$ cat src/rtl/dram_stream_reader_pkg.sv
// Shared definitions for the DRAM stream reader.
// Provides default widths, the controller state encoding and a helper for
// sizing occupancy counters.
package dram_stream_reader_pkg;

    localparam int DEF_ADDR_W     = 16;
    localparam int DEF_DATA_W     = 8;
    localparam int DEF_RD_LAT     = 2;
    localparam int DEF_FIFO_DEPTH = DEF_RD_LAT + 1;
    localparam int COUNT_W        = 16;

    // Bits needed to hold the values 0..n inclusive.
    function automatic int cnt_width(input int n);
        return (n < 1) ? 1 : $clog2(n + 1);
    endfunction

    localparam int FIFO_CNT_W = cnt_width(DEF_FIFO_DEPTH);

    typedef enum logic [1:0] {
        IDLE  = 2'd0,
        RUN   = 2'd1,
        DRAIN = 2'd2,
        FIN   = 2'd3
    } rd_state_t;

endpackage

$ cat src/rtl/dram_return_fifo.sv
// Return-data buffer for the DRAM stream reader.
// Synchronous FIFO of DEPTH x DATA_W. The head entry is presented on
// rd_data directly from storage, so it stays stable until popped.
//   clock, reset       : system clock, async active-high reset
//   push, wr_data      : write one entry
//   pop                : remove head entry (ignored when empty)
//   rd_data            : head entry
//   occupancy          : number of stored entries
//   empty, full        : occupancy == 0 / occupancy == DEPTH
module dram_return_fifo
    import dram_stream_reader_pkg::*;
#(
    parameter int DEPTH  = DEF_FIFO_DEPTH,
    parameter int DATA_W = DEF_DATA_W,
    parameter int CNT_W  = cnt_width(DEPTH)
) (
    input  logic              clock,
    input  logic              reset,
    input  logic              push,
    input  logic [DATA_W-1:0] wr_data,
    input  logic              pop,
    output logic [DATA_W-1:0] rd_data,
    output logic [CNT_W-1:0]  occupancy,
    output logic              empty,
    output logic              full
);

    localparam int PTR_W = (DEPTH > 1) ? $clog2(DEPTH) : 1;

    logic [DATA_W-1:0] storage [DEPTH];
    logic [PTR_W-1:0]  wr_ptr;
    logic [PTR_W-1:0]  rd_ptr;
    logic              do_push;
    logic              do_pop;

    // DEPTH need not be a power of two, so pointers wrap explicitly.
    function automatic logic [PTR_W-1:0] ptr_inc(input logic [PTR_W-1:0] p);
        return (p == PTR_W'(DEPTH - 1)) ? '0 : p + PTR_W'(1);
    endfunction

    assign empty   = (occupancy == '0);
    assign full    = (occupancy == CNT_W'(DEPTH));
    assign do_pop  = pop && !empty;
    // A full FIFO can still accept a write when the head leaves in the same cycle.
    assign do_push = push && (!full || do_pop);
    assign rd_data = storage[rd_ptr];

    always_ff @(posedge clock or posedge reset) begin
        if (reset) begin
            for (int i = 0; i < DEPTH; i++) begin
                storage[i] <= '0;
            end
            wr_ptr    <= '0;
            rd_ptr    <= '0;
            occupancy <= '0;
        end else begin
            if (do_push) begin
                storage[wr_ptr] <= wr_data;
                wr_ptr          <= ptr_inc(wr_ptr);
            end
            if (do_pop) begin
                rd_ptr <= ptr_inc(rd_ptr);
            end
            case ({do_push, do_pop})
                2'b10:   occupancy <= occupancy + CNT_W'(1);
                2'b01:   occupancy <= occupancy - CNT_W'(1);
                default: occupancy <= occupancy;
            endcase
        end
    end

endmodule

$ cat src/rtl/dram_stream_reader.sv
// Strided read initiator for the dual-port matrix DRAM.
// On start it reads count bytes at base, base+stride, ... (mod 2^ADDR_W) and
// streams them out over valid/ready, using a credit scheme so the return
// FIFO can never overflow regardless of downstream backpressure.
//   clock, reset                : system clock, async active-high reset
//   start, base_addr, count,
//   stride                      : transfer command, sampled in IDLE only
//   busy, done                  : transfer status; done is a one-cycle pulse
//   mem_address, mem_data,
//   mem_wren, mem_q             : RAM port (read-only use)
//   out_data, out_valid,
//   out_ready                   : output byte stream
//
// state | meaning
// IDLE  | waiting for start
// RUN   | issuing reads while credits allow
// DRAIN | all reads issued; waiting for pipe and FIFO to empty
// FIN   | done pulse, back to IDLE next cycle
module dram_stream_reader
    import dram_stream_reader_pkg::*;
#(
    parameter int ADDR_W     = DEF_ADDR_W,
    parameter int DATA_W     = DEF_DATA_W,
    parameter int RD_LAT     = DEF_RD_LAT,
    parameter int FIFO_DEPTH = RD_LAT + 1
) (
    input  logic               clock,
    input  logic               reset,
    input  logic               start,
    input  logic [ADDR_W-1:0]  base_addr,
    input  logic [COUNT_W-1:0] count,
    input  logic [ADDR_W-1:0]  stride,
    output logic               busy,
    output logic               done,
    output logic [ADDR_W-1:0]  mem_address,
    output logic [DATA_W-1:0]  mem_data,
    output logic               mem_wren,
    input  logic [DATA_W-1:0]  mem_q,
    output logic [DATA_W-1:0]  out_data,
    output logic               out_valid,
    input  logic               out_ready
);

    localparam int CNT_W = cnt_width(FIFO_DEPTH);

    rd_state_t          state;
    rd_state_t          state_nxt;
    logic [ADDR_W-1:0]  addr_q;
    logic [ADDR_W-1:0]  stride_q;
    logic [COUNT_W-1:0] remaining;
    logic [RD_LAT-1:0]  inflight_sr;
    logic [CNT_W-1:0]   occupancy;
    logic               fifo_empty;
    logic               fifo_full;
    logic               issue;
    logic               push;
    logic               pop;
    logic               credit_ok;
    int                 credit_used;

    assign push      = inflight_sr[RD_LAT-1];
    assign out_valid = !fifo_empty;
    assign pop       = out_valid && out_ready;

    // Every issued read holds a FIFO slot from issue until it is popped.
    // A pop in this cycle frees its slot in time for a read issued now,
    // which is what sustains one byte per cycle at the minimum depth.
    always_comb begin
        credit_used = $countones(inflight_sr) + int'(occupancy);
        credit_ok   = credit_used < (FIFO_DEPTH + (pop ? 1 : 0));
    end

    always_ff @(posedge clock or posedge reset) begin
        if (reset) begin
            state <= IDLE;
        end else begin
            state <= state_nxt;
        end
    end

    always_comb begin
        state_nxt = state;
        issue     = 1'b0;
        case (state)
            IDLE: begin
                if (start) begin
                    state_nxt = (count == '0) ? FIN : RUN;
                end
            end
            RUN: begin
                issue = (remaining != '0) && credit_ok;
                if (remaining == '0 || (issue && remaining == COUNT_W'(1))) begin
                    state_nxt = DRAIN;
                end
            end
            DRAIN: begin
                // Finish as the last byte leaves so done lands right after it.
                if (inflight_sr == '0 &&
                    (fifo_empty || (occupancy == CNT_W'(1) && pop))) begin
                    state_nxt = FIN;
                end
            end
            FIN: begin
                state_nxt = IDLE;
            end
            default: begin
                state_nxt = IDLE;
            end
        endcase
    end

    // addr_q drives the RAM address directly: it holds the address of the next
    // read and only advances after an issue that is not the last, so the bus
    // never shows an address that is not read.
    always_ff @(posedge clock or posedge reset) begin
        if (reset) begin
            addr_q      <= '0;
            stride_q    <= '0;
            remaining   <= '0;
            inflight_sr <= '0;
        end else begin
            if (state == IDLE && start) begin
                stride_q  <= stride;
                remaining <= count;
                if (count != '0) begin
                    addr_q <= base_addr;
                end
            end else if (issue) begin
                remaining <= remaining - COUNT_W'(1);
                if (remaining != COUNT_W'(1)) begin
                    addr_q <= addr_q + stride_q;
                end
            end
            inflight_sr[0] <= issue;
            for (int i = 1; i < RD_LAT; i++) begin
                inflight_sr[i] <= inflight_sr[i-1];
            end
        end
    end

    assign busy        = (state != IDLE);
    assign done        = (state == FIN);
    assign mem_address = addr_q;
    assign mem_data    = '0;
    assign mem_wren    = 1'b0;

    dram_return_fifo #(
        .DEPTH  (FIFO_DEPTH),
        .DATA_W (DATA_W),
        .CNT_W  (CNT_W)
    ) u_fifo (
        .clock     (clock),
        .reset     (reset),
        .push      (push),
        .wr_data   (mem_q),
        .pop       (pop),
        .rd_data   (out_data),
        .occupancy (occupancy),
        .empty     (fifo_empty),
        .full      (fifo_full)
    );

    // The credit scheme makes a write into a full FIFO impossible.
    assert property (@(posedge clock) disable iff (reset) !(push && fifo_full && !pop));

endmodule

$ cat config.mk
export PLATFORM = sky130hd
export DESIGN_NAME = dram_stream_reader
export DESIGN_NICKNAME = d
export VERILOG_FILES = /design/src/rtl/dram_stream_reader_pkg.sv /design/src/rtl/dram_return_fifo.sv /design/src/rtl/dram_stream_reader.sv
export SDC_FILE = /design/constraint.sdc
export NUM_CORES = 1
export LEC_CHECK = 0
export BUFFER_PORTS_ARGS = -buffer_cell sky130_fd_sc_hd__buf_2
export CAP_MARGIN = 20
export CORE_MARGIN = 2
export CORE_UTILIZATION = 30
export CTS_CLUSTER_SIZE = 30
export DETAILED_ROUTE_END_ITERATION = 16
export GPL_TIMING_DRIVEN = 0
export PLACE_DENSITY = 0.49
export SLEW_MARGIN = 5
export SYNTH_ARGS = -nofsm -noshare
export SYNTH_HDL_FRONTEND = slang
export SYNTH_HIERARCHICAL = 1
export SYNTH_SLANG_ARGS = --single-unit
$ cat constraint.sdc
create_clock -name clock -period 3.26 [get_ports clock]
set_input_delay 0.652 -clock clock [delete_from_list [all_inputs] [get_ports clock]]
set_output_delay 0.652 -clock clock [all_outputs]
set_load 0.02 [all_outputs]
==> flow_summary.json, run 1 <==
{
  "n_antenna_cell": 0,
  "drt_pass1_iterations": 5,
  "die-width_um": 133,
  "fillers": 1764,
  "layout.nets": 734,
  "grt_pass1_wl_um": 21600,
  "hold_viol": 0,
  "die-height_um": 133,
  "reg2reg_slack_ps": 370,
  "cts.clk_slew.worst_paths_ps": 70,
  "critPathSlowestCell": "dfrtp_1",
  "setup_tns_ps": 0,
  "port_buffers": 86,
  "p_per_area_mw_per_mm2": 1160,
  "fin_crit_ps": 2890,
  "relSlewSlack_pct": 43.6,
  "fin_worst_skew_ps": 8.21,
  "drc": 0,
  "antenna_left": 0,
  "num_io_pins": 96,
  "cts_tree": "done",
  "start_util_pct": 30.4,
  "cts_hold_buf": 0,
  "cp_data_required_time_ps": 3500,
  "root_buffer": "clkbuf_16",
  "cts_setup_buffers": 0,
  "crit_type": "reg -> reg",
  "ir_drop_mv": 0.330,
  "placementRows": 47,
  "crit_path_cell_trace": "inv_1 > fa_1 > inv_1 > ha_1 > ha_1 > o21ai_0 > a31oi_1 > nor2_4 > a41o_1 > buf_2 > mux2_1",
  "syn_to_final_growth_pct": 21.3,
  "dieArea_mm2": 0.0177,
  "grt_pass1_vias": 4236,
  "worstSetupEndpointType": "flip-flop",
  "synth_area_mm2": 0.00501,
  "post-dp-hpwl_um": 9860,
  "worst_pin_slew_ps": 838,
  "drive_above_1_share_pct": 24.6,
  "regToRegEndpoint": "mem_address[2]",
  "grt_max_degree": 31,
  "viasPerCell": 4.90,
  "vias": 4261,
  "cp.depth": 11,
  "clk-insertion-delay-late_ps": 360,
  "post-route-period-util_pct": 88.7,
  "cpPeakStageDelay_ps": 420,
  "critPathTopFamily": "adder cells",
  "rr_worst_depth": 11,
  "syn_inst": 538,
  "coreArea_mm2": 0.0165,
  "p_leak_nw": 2.83,
  "r2r-start": "inflight_sr[1]",
  "path_buf_inv": 3,
  "drt_iter0_markers": 275,
  "setup_viol_count_final": 0,
  "synth_area_per_cell_um2": 9.31,
  "clock_path_buffers": 2,
  "cts_sinks": 82,
  "slew_violations": 0,
  "seq_area_mm2": 0.00205,
  "grt-ovfl-total": 0,
  "finalPower_mw": 7.07,
  "rsz0062_at_grt": "false",
  "multi_input_area_mm2": 0.00274,
  "track_usage_pct": 15.5,
  "maxCapViolations": 0,
  "gp_congestion": 0.833,
  "hold_path_class": "in -> async",
  "wl_per_cell_um": 15.4,
  "status": "finished clean",
  "wl_um": 13400,
  "path_max_fanout": 9,
  "antenna_found_initial": 0,
  "h-tree-depth": 3,
  "cts_buffers": 9,
  "worstSetupStartpointType": "flip-flop",
  "ys_warn_count": 6,
  "critical_path_arrival_ps": 3130,
  "max_freq_ghz": 0.346
}
==> registers in the layout, indices dropped and copies added (netlist names) <==
signal / flops
inflight_sr: 2
u_fifo/storage: 24
u_fifo/occupancy: 2
u_fifo/rd_ptr: 2
u_fifo/wr_ptr: 2
mem_address: 16
state: 2
stride_q: 16
remaining: 16
==> metrics by stage <==
| stage | cell area [um2] | cells | hold WS (ps) | setup slack (ps) | utilization (%) |
|---|---|---|---|---|---|
| 2_1_floorplan | 5040 | 546 | 376 | 528 | - |
| 3_3_place_gp | 5740 | 852 | 405 | 45.1 | 34.9 |
| 3_5_place_dp | 5760 | 853 | 398 | 4.09 | 35.0 |
| 4_1_cts | 6060 | 869 | 417 | 141 | 36.8 |
| 5_1_grt | 6080 | 870 | 447 | 106 | 36.9 |
| 6_report | 6080 | 870 | 402 | 370 | 36.9 |
==> report_power, final <==
part / switching, mW / internal, mW
sequential: 0.404 / 1.54
combinational: 2.40 / 1.69
clock: 0.486 / 0.539
total: 3.29 / 3.78
==> metal layers <==
metal	track usage [%]	vias to the layer above	share of wire (%)
met4	6.15	0	1.8
met3	2.74	14	4.9
met2	24.8	117	46
li1	-	2096	-
met5	0	-	0
met1	21.0	2034	47
==> cells in the final DEF, fill, tap and decap left out, types with 5 or more instances in the layout <==
| cell | instances |
|---|---|
| buf_2 | 89 |
| nand2_1 | 88 |
| dfrtp_1 | 82 |
| o21ai_0 | 45 |
| ha_1 | 27 |
| inv_1 | 26 |
| nor2_1 | 23 |
| a21oi_1 | 22 |
| mux2_2 | 22 |
| nand3_1 | 18 |
| xor2_1 | 16 |
| clkbuf_1 | 15 |
| nor3_1 | 12 |
| mux2i_1 | 12 |
| nand4_1 | 10 |
| buf_4 | 10 |
| conb_1 | 9 |
| clkbuf_16 | 9 |
| a211oi_1 | 7 |
| mux2_1 | 7 |
| a21o_1 | 6 |
| xnor2_1 | 6 |
| inv_6 | 6 |
| nor4_1 | 5 |
==> worst register-to-register path: stages (launching register included) <==
cell	delay (ps)
dfrtp_1	420
inv_1	90
fa_1	380
inv_1	60
ha_1	220
ha_1	270
o21ai_0	150
a31oi_1	100
nor2_4	260
a41o_1	200
buf_2	260
mux2_1	360
==> layout make-up <==
class | count | area share (%)
flip-flops and latches | 82 | 33.8
plain buffers | 31 | 2.61
repair buffers | 88 | 7.66
clock buffers | 9 | 3.71
inverters | 27 | 1.67
clock inverters | 7 | 1.05
multi-input cells | 406 | 45.0
well taps | 220 | 4.53
==> worst max-delay path by stage <==
stage              startpoint        endpoint
6_report       inflight_sr[1]  mem_address[2]
5_1_grt        inflight_sr[1]  mem_address[2]
4_1_cts        inflight_sr[1]   remaining[13]
3_5_place_dp   inflight_sr[1]   remaining[13]
3_3_place_gp   inflight_sr[1]   remaining[13]
2_1_floorplan  inflight_sr[1]  mem_address[2]
==> what timing repair did <==
item	CTS	global route
resized for setup	1	3
setup endpoints to repair	5	13
cloned	0	0
pin swaps	0	0
Power figures use the tool's default switching activity.
==> inputs of run 2 (changes only) <==
Settings changed: CELL_PAD_IN_SITES_DETAIL_PLACEMENT set to 1, CELL_PAD_IN_SITES_GLOBAL_PLACEMENT set to 1, PLACE_DENSITY 0.49 to 0.6.
==> flow_summary.json, run 2 (synthesis results as in run 1) <==
{
  "multi_input_area_mm2": 0.00273,
  "layout_commonest_cell": "buf_2",
  "p_leak_nw": 2.84,
  "post-dp-hpwl_um": 11000,
  "antenna_left": 0,
  "largest_reg_flops": 24,
  "cts_tree": "done",
  "status": "finished clean",
  "top_register": "u_fifo/storage",
  "die-width_um": 133,
  "path_max_fanout": 9,
  "drt_pass1_iterations": 4,
  "cts.clk_slew.worst_paths_ps": 70,
  "post-route-period-util_pct": 92.5,
  "drc": 0,
  "rsz0062_at_grt": "false",
  "dieArea_mm2": 0.0177,
  "whs_ps": 265,
  "vias": 4287,
  "grt_pass1_wl_um": 24200,
  "p_per_area_mw_per_mm2": 1180,
  "maxCapViolations": 0,
  "critical_path_arrival_ps": 3250,
  "setup_viol_count_final": 0,
  "coreArea_mm2": 0.0165,
  "grt-ovfl-total": 0,
  "track_usage_pct": 17.3,
  "fin_worst_skew_ps": 4.51,
  "fin_crit_ps": 3020,
  "hold_viol": 0,
  "worstSetupStartpointType": "flip-flop",
  "fin_cells": 870,
  "crit_type": "reg -> reg",
  "placementRows": 47,
  "clk-insertion-delay-late_ps": 350,
  "ir_drop_mv": 0.438,
  "num_io_pins": 96,
  "syn_to_final_growth_pct": 21.9,
  "viasPerCell": 4.93,
  "fillers": 1987,
  "h-tree-depth": 3,
  "cts_sinks": 82,
  "grt_pass1_vias": 4718,
  "relSlewSlack_pct": 40.2,
  "cp_data_required_time_ps": 3500,
  "fin_ws_ps": 243,
  "gp_congestion": 0.757,
  "dp_cells": 853,
  "wl_um": 14300,
  "port_buffers": 86,
  "worstSetupEndpointType": "flip-flop",
  "place_ws_ps": 4.29,
  "grt_max_degree": 31,
  "worst_pin_slew_ps": 889,
  "start_util_pct": 30.4,
  "clock_path_buffers": 2,
  "max_freq_ghz": 0.331,
  "setup_tns_ps": 0,
  "hold_path_class": "in -> async",
  "root_buffer": "clkbuf_16",
  "layout.nets": 734,
  "antenna_found_initial": 0,
  "drive_above_1_share_pct": 24.6,
  "n_antenna_cell": 0,
  "seq_area_mm2": 0.00205,
  "wl_per_cell_um": 16.5,
  "slew_violations": 0,
  "drt_iter0_markers": 190,
  "cts_setup_buffers": 0,
  "die-height_um": 133,
  "final_cell_mix": "buf_2, nand2_1, dfrtp_1",
  "cts_buffers": 9
}
-- run 2: metal layers --
metal	track usage, %	up-vias	part of all wire, %
met1	20.8	2108	44
met4	5.26	0	1.4
met5	0	-	0
li1	-	2102	-
met2	31.5	60	52
met3	3.04	17	2.9
-- run 2: critical path, cell delays in order, from the launching register on --
cell and delay (ps):
dfrtp_1 440, inv_1 90, fa_1 380, inv_1 60, ha_1 220, ha_1 280, o21ai_0 160, a31oi_1 80
nor2_2 350, a41o_1 220, buf_2 260, mux2_1 360
-- run 2: area by class of cell --
class | instances | area share, %
Buffer | 31 | 2.60
Clock inverter | 7 | 1.37
Sequential cell | 82 | 33.6
Tap cell | 220 | 4.51
Inverter | 27 | 1.66
Timing Repair Buffer | 88 | 7.83
Clock buffer | 9 | 3.69
Multi-Input combinational cell | 406 | 44.7
-- run 2: repair_timing --
action	CTS	global route
pin swaps	0	0
endpoints found under the setup margin	1	8
hold buffers	0	0
resized for setup	1	2
-- run 2: power breakdown --
group,switching (mW),internal [mW]
clock,0.474,0.609
combinational,2.45,1.70
sequential,0.411,1.55
total,3.33,3.85
-- run 2: path summary, 6_finish.rpt --
| kind | slack (ps) | to | depth (start not counted) | startpoint |
|---|---|---|---|---|
| setup / recovery | 240 | mem_address[5] | 11 | inflight_sr[1] |
| hold / removal | 260 | u_fifo/storage[4] | 2 | reset |
| setup reg to reg | 240 | mem_address[5] | 11 | inflight_sr[1] |
| hold reg to reg | 420 | inflight_sr[1] | 0 | inflight_sr[0] |
| max in group asynchronous | 2300 | stride_q[0] | 3 | reset |
| min in group clock | 420 | inflight_sr[1] | 0 | inflight_sr[0] |
-- run 2: through the flow --
| step | instance area [um2] | utilization [%] | total power [mW] |
|---|---|---|---|
| after floorplan | 5040 | - | 4.94 |
| after global placement | 5740 | 34.9 | 5.94 |
| after detailed placement | 5760 | 35.0 | 6.14 |
| after CTS | 6080 | 36.9 | 7.27 |
| after global routing | 6100 | 37.1 | 7.90 |
| final | 6100 | 37.1 | 7.18 |
